**src/rtl/int_timer_pkg.sv**
```systemverilog
// Shared definitions for the interrupt_timer block: register map offsets,
// CTRL bit positions, FSM state encoding and the saturating miss counter step.
// Optional feature macro: INT_TIMER_COUNT_READ_EN (see interrupt_timer.sv).
package int_timer_pkg;

  localparam logic [1:0] OFF_CTRL   = 2'd0;
  localparam logic [1:0] OFF_PERIOD = 2'd1;
  localparam logic [1:0] OFF_STATUS = 2'd2;
  localparam logic [1:0] OFF_COUNT  = 2'd3;

  localparam int CTRL_EN_BIT  = 0;
  localparam int CTRL_CLR_BIT = 1;

  typedef enum logic [1:0] {
    ST_IDLE = 2'd0,
    ST_RUN  = 2'd1,
    ST_PEND = 2'd2
  } state_e;

  // Missed-interrupt counter sticks at all-ones instead of wrapping.
  function automatic logic [7:0] sat_inc8(input logic [7:0] v);
    return (v == 8'hFF) ? v : v + 8'd1;
  endfunction

endpackage

```
**src/rtl/int_timer_regs.sv**
```systemverilog
// Port-bus front end of the interrupt timer: address decode, CTRL/PERIOD
// registers, clear-missed pulse and the combinational read mux.
// With INT_TIMER_COUNT_READ_EN the live count is readable at +3 and a read
// strobe on STATUS clears the missed counter.
module int_timer_regs
  import int_timer_pkg::*;
#(
  parameter logic [15:0] BASE_ADDR  = 16'h0010,
  parameter logic [15:0] PERIOD_RST = 16'd1000,
  parameter logic        EN_RST     = 1'b0
) (
  input  logic        clk,
  input  logic        rst,
  input  logic [15:0] port_id,
  input  logic [15:0] out_port,
  input  logic        write_strobe,
  input  logic        read_strobe,
  input  logic [7:0]  missed,
  input  logic        irq,
  input  logic [15:0] count,
  output logic        enable,
  output logic [15:0] period,
  output logic        active_nxt,
  output logic        period_wr,
  output logic        clear_missed,
  output logic [15:0] rd_data,
  output logic        rd_hit
);

`ifdef INT_TIMER_COUNT_READ_EN
  localparam logic [15:0] NUM_REGS = 16'd4;
`else
  localparam logic [15:0] NUM_REGS = 16'd3;
`endif

  logic [15:0] offset;
  logic [1:0]  off;
  logic        in_range;
  logic        ctrl_wr;
  logic        enable_q, enable_d;
  logic [15:0] period_q, period_d;

  // Unsigned subtraction makes addresses below BASE_ADDR wrap out of range.
  assign offset    = port_id - BASE_ADDR;
  assign off       = offset[1:0];
  assign in_range  = (offset < NUM_REGS);
  assign ctrl_wr   = write_strobe && in_range && (off == OFF_CTRL);
  assign period_wr = write_strobe && in_range && (off == OFF_PERIOD);
  assign rd_hit    = in_range;

`ifdef INT_TIMER_COUNT_READ_EN
  assign clear_missed = (ctrl_wr && out_port[CTRL_CLR_BIT]) ||
                        (read_strobe && in_range && (off == OFF_STATUS));
`else
  logic unused_inputs;
  assign unused_inputs = read_strobe ^ (^count);
  assign clear_missed  = ctrl_wr && out_port[CTRL_CLR_BIT];
`endif

  // Next values of the software-visible control registers.
  always_comb begin
    enable_d = enable_q;
    period_d = period_q;
    if (ctrl_wr)   enable_d = out_port[CTRL_EN_BIT];
    if (period_wr) period_d = out_port;
  end

  // Control register storage.
  always_ff @(posedge clk) begin
    if (rst) begin
      enable_q <= EN_RST;
      period_q <= PERIOD_RST;
    end else begin
      enable_q <= enable_d;
      period_q <= period_d;
    end
  end

  assign enable     = enable_q;
  assign period     = period_q;
  // The FSM tracks whether the timer will be running next cycle so that
  // counting starts the very cycle a write takes effect.
  assign active_nxt = enable_d && (period_d != 16'd0);

  // Read mux feeding the core's IN_PORT selection.
  always_comb begin
    rd_data = 16'h0000;
    if (in_range) begin
      case (off)
        OFF_CTRL:   rd_data = {14'b0, enable_q, 1'b0};
        OFF_PERIOD: rd_data = period_q;
        OFF_STATUS: rd_data = {missed, 6'b0, enable_q, irq};
`ifdef INT_TIMER_COUNT_READ_EN
        OFF_COUNT:  rd_data = count;
`endif
        default:    rd_data = 16'h0000;
      endcase
    end
  end

endmodule

```
**src/rtl/interrupt_timer.sv**
```systemverilog
// Periodic interrupt source for tramelblaze_top. Raises INTERRUPT every
// PERIOD cycles while enabled, drops it on INTERRUPT_ACK, and counts periods
// that elapsed while an interrupt was still pending.
// Optional feature macro: INT_TIMER_COUNT_READ_EN (count readback at +3,
// read-to-clear of the missed counter via STATUS).
module interrupt_timer
  import int_timer_pkg::*;
#(
  parameter logic [15:0] BASE_ADDR  = 16'h0010,
  parameter logic [15:0] PERIOD_RST = 16'd1000,
  parameter logic        EN_RST     = 1'b0
) (
  input  logic        CLK,
  input  logic        RESET,
  input  logic [15:0] PORT_ID,
  input  logic [15:0] OUT_PORT,
  input  logic        WRITE_STROBE,
  input  logic        READ_STROBE,
  input  logic        INTERRUPT_ACK,
  output logic [15:0] RD_DATA,
  output logic        RD_HIT,
  output logic        INTERRUPT
);

  state_e      state_q, state_d;
  logic [15:0] count_q, count_d;
  logic [7:0]  missed_q, missed_d;
  logic        irq_q, irq_d;

  logic        enable;
  logic [15:0] period;
  logic        active_nxt;
  logic        period_wr;
  logic        clear_missed;
  logic        active;
  logic        term;
  logic        ack;

  int_timer_regs #(
    .BASE_ADDR  (BASE_ADDR),
    .PERIOD_RST (PERIOD_RST),
    .EN_RST     (EN_RST)
  ) u_regs (
    .clk          (CLK),
    .rst          (RESET),
    .port_id      (PORT_ID),
    .out_port     (OUT_PORT),
    .write_strobe (WRITE_STROBE),
    .read_strobe  (READ_STROBE),
    .missed       (missed_q),
    .irq          (irq_q),
    .count        (count_q),
    .enable       (enable),
    .period       (period),
    .active_nxt   (active_nxt),
    .period_wr    (period_wr),
    .clear_missed (clear_missed),
    .rd_data      (RD_DATA),
    .rd_hit       (RD_HIT)
  );

  assign active = enable && (period != 16'd0);
  assign term   = active && (count_q == period - 16'd1);
  assign ack    = INTERRUPT_ACK && irq_q;

  // Next-state, counter and interrupt/miss bookkeeping.
  always_comb begin
    state_d  = state_q;
    irq_d    = irq_q;
    missed_d = missed_q;
    // A period write restarts the count, so a shorter period never fires early.
    count_d  = (period_wr || !active || term) ? 16'd0 : count_q + 16'd1;
    case (state_q)
      ST_IDLE: begin
        if (ack)        irq_d   = 1'b0;
        if (active_nxt) state_d = ST_RUN;
      end
      ST_RUN: begin
        if (term) begin
          irq_d   = 1'b1;
          state_d = ST_PEND;
        end else if (!active_nxt) begin
          state_d = ST_IDLE;
        end
      end
      ST_PEND: begin
        // A new period beats a late ack: the request stays up, no miss charged.
        if (term) begin
          if (!ack) missed_d = sat_inc8(missed_q);
        end else if (ack) begin
          irq_d   = 1'b0;
          state_d = active_nxt ? ST_RUN : ST_IDLE;
        end
      end
      default: state_d = ST_IDLE;
    endcase
    if (clear_missed) missed_d = 8'd0;
  end

  // State, counter and interrupt registers.
  always_ff @(posedge CLK) begin
    if (RESET) begin
      state_q  <= ST_IDLE;
      count_q  <= 16'd0;
      missed_q <= 8'd0;
      irq_q    <= 1'b0;
    end else begin
      state_q  <= state_d;
      count_q  <= count_d;
      missed_q <= missed_d;
      irq_q    <= irq_d;
    end
  end

  assign INTERRUPT = irq_q;

endmodule

```
**config.mk**
```make
export PLATFORM = sky130hd
export DESIGN_NAME = interrupt_timer
export DESIGN_NICKNAME = d
export VERILOG_FILES = /design/src/rtl/int_timer_pkg.sv /design/src/rtl/int_timer_regs.sv /design/src/rtl/interrupt_timer.sv
export SDC_FILE = /design/constraint.sdc
export NUM_CORES = 1
export LEC_CHECK = 0
export CAP_MARGIN = 20
export CORE_AREA = 4 4 88 90
export DETAILED_ROUTE_END_ITERATION = 7
export DIE_AREA = 0 0 92 94
export GPL_TIMING_DRIVEN = 0
export PLACE_DENSITY_LB_ADDON = 0.1
export SLEW_MARGIN = 20
export SYNTH_ARGS = -nofsm -noshare
export SYNTH_HDL_FRONTEND = slang
export SYNTH_SLANG_ARGS = --single-unit
```
**constraint.sdc**
```tcl
create_clock -name CLK -period 6.6 [get_ports CLK]
set_input_delay 0.66 -clock CLK [delete_from_list [all_inputs] [get_ports CLK]]
set_output_delay 0.66 -clock CLK [all_outputs]
set_load 0.01 [all_outputs]
```
==> flow_summary.json <==
{
  "status": "completed",
  "grt_pass1_wl_um": 12600,
  "cp_cell_sequence": "clkdlybuf4s50_1 -> nor2b_1 -> clkbuf_1 -> clkbuf_1 -> a22oi_1 -> nor2_1 -> clkdlybuf4s50_1",
  "final_common_cell": "clkdlybuf4s50_1",
  "rows": 31,
  "hold_path.class": "reg2reg",
  "design_area_mm2": 0.00353,
  "synth_top_area_frac": 0.318,
  "worstSetupPathType": "in2out",
  "multiInputGateArea_mm2": 0.00176,
  "syn_nets": 389,
  "cts_tree": "built",
  "crit_path_max_fanout": 10,
  "wire_per_inst_um": 15.1,
  "syn_to_final_growth_pct": 27.5,
  "synth_edf_count": 0,
  "die_x_um": 92,
  "h-tree-depth": 2,
  "synth-seq-area-share": 0.318,
  "dieArea_mm2": 0.00865,
  "final_nets": 448,
  "reg2reg_slack_ns": 3.42,
  "place_area_mm2": 0.00341,
  "dr.pass1.iters": 4,
  "dr.max_layer_used": "met4",
  "portBuffers": 52,
  "crit_required_ns": 5.94,
  "maxSlewHeadroom": 0.484,
  "synth-seq-cells": 44,
  "tightest_slew_ns": 0.755,
  "clk_pin_slew_ns": 0.09,
  "drtAntennaViolNets": 0,
  "cpMaxStageDelayCell": "clkdlybuf4s50_1",
  "fp.dieH_um": 94,
  "syn_inst": 349,
  "seqCellArea_um2": 881,
  "finalHoldViolCount": 0,
  "cts_setup_buffers": 0,
  "leakage_nw": 1.15,
  "p_per_area_mw_per_mm2": 146,
  "ctsResizeCount": 0,
  "clock_latency_ns": 0.31,
  "finalSetupTns_ns": 0,
  "rsz0062_at_grt": "false",
  "clock.fmax_ghz": 0.280,
  "yosys.area.top_type": "dfxtp_1",
  "grt_usage": 0.186,
  "dr_wl_met3_um": 244,
  "hpwlAfterDp_um": 6070,
  "cp_slowest_stage_delay_ns": 0.57,
  "setup_violations": 0,
  "antenna_found_initial": 0,
  "final_cell_mix": "clkdlybuf4s50_1, nand2_1, dfxtp_1",
  "min_period_ns": 3.57,
  "cts_hold_buffers": 0,
  "vias": 2653,
  "drt-met1-wl_um": 3620,
  "io_pins": 55,
  "fp.coreArea_mm2": 0.00706,
  "ys_top_cells_by_area": "dfxtp_1, nand2_1, xnor2_1, nor2_1, xor2_1",
  "cts_made_buffers": 5,
  "first_iter_violations": 94,
  "grt_pass1_vias": 2577,
  "cts_root_buffer": "clkbuf_8",
  "initial_core_util": 0.392,
  "ys_warn_count": 0,
  "place_congestion": 0.884,
  "n_antenna_cell": 0,
  "synth_area_mm2": 0.00277,
  "ys_async_sr_fraction": 0,
  "ir_drop_v": 0.000109,
  "fillers": 731,
  "drt_wl_total_um": 7690,
  "route.detailed.drc": 0,
  "arrival_ns": 2.91,
  "grt_max_degree": 16,
  "fin_skew_ns": 0.0100,
  "max-cap-violations": 0,
  "gr-total-overflow": 0,
  "drive_gt1_frac": 0.0611,
  "synth_ff_type": "dfxtp_1",
  "worstSetupEndpointType": "primary output",
  "cts.sinks": 44,
  "syn_avg_cell_area_um2": 7.93,
  "fin_crit_sh": 0.541,
  "clock_path_buffers": 2,
  "wl_met2_um": 3640,
  "critPathLaunchType": "input pin",
  "synth_cell_type_count": 55,
  "viasPerCell": 5.22,
  "slew_violations": 0
}
==> layout make-up <==
cell class / count / area share
clock buffers: 5 / 0.0195
repair buffers: 52 / 0.148
well taps: 99 / 0.0351
inverters: 10 / 0.0106
flip-flops and latches: 44 / 0.250
multi-input cells: 277 / 0.500
plain buffers: 18 / 0.0245
clock inverters: 3 / 0.0135
==> synthesized netlist by cell type (all sizes together) (7+ instances only) <==
library cell,n
nor4,13
nand4,7
nor2,34
a21oi,19
inv,8
xor2,13
xnor2,17
and3,17
nor3,10
nand3,22
dfxtp,44
mux2i,7
nand2,51
clkbuf,12
a22oi,10
==> worst paths after layout <==
kind                    start           to  cells past startpoint
min               missed_q[7]  missed_q[7]                      2
max                PORT_ID[0]  RD_DATA[14]                      7
min reg2reg       missed_q[7]  missed_q[7]                      2
max reg2reg  u_regs.period[0]  missed_q[0]                     11
==> flip-flops by register name, summed over array words and instances, names as in the netlist <==
name / flops
count_q: 16
state_q: 2
u_regs.enable: 1
INTERRUPT: 1
u_regs.period: 16
missed_q: 8
==> critical path, delay by kind of cell <==
| family | cells | cell delay [ns] |
|---|---|---|
| buffers and inverters | 4 | 1.81 |
| AO/OA/AOI/OAI | 1 | 0.16 |
| AND/OR/NAND/NOR | 2 | 0.27 |
==> routing by layer <==
metal  vias up  track usage
li1       1371            -
met1      1218        0.244
met2        48        0.312
met3        16       0.0304
met4         0       0.0569
met5         -            0
==> power breakdown <==
part	internal, mW	switching, mW
combinational	0.0204	0.0133
sequential	0.265	0.00000130
clock	0.114	0.103
total	0.400	0.116
==> per-stage QoR <==
step / total power, mW / instances / setup WS (ns) / hold slack, ns / utilization
floorplan: 0.279 / 349 / 3.97 / 0.452 / -
finish: 0.516 / 508 / 3.03 / 0.497 / 0.500
CTS: 0.522 / 508 / 3.02 / 0.501 / 0.500
global placement: 0.305 / 500 / 3.07 / 0.477 / 0.483
detailed placement: 0.305 / 500 / 3.02 / 0.486 / 0.483
global route: 0.536 / 508 / 2.84 / 0.528 / 0.500
==> logic make-up (layout without fill, tap and decap cells) <==
group	Yosys count	in the layout	share of synthesized area
buf+inv	28	88	0.0448
compound gates	53	53	0.151
mux	7	7	0.0253
simple gates	183	183	0.344
fa+ha+maj	3	3	0.0136
flops	44	44	0.318
xor+xnor	31	31	0.103
(Power assumes the default switching activity.)
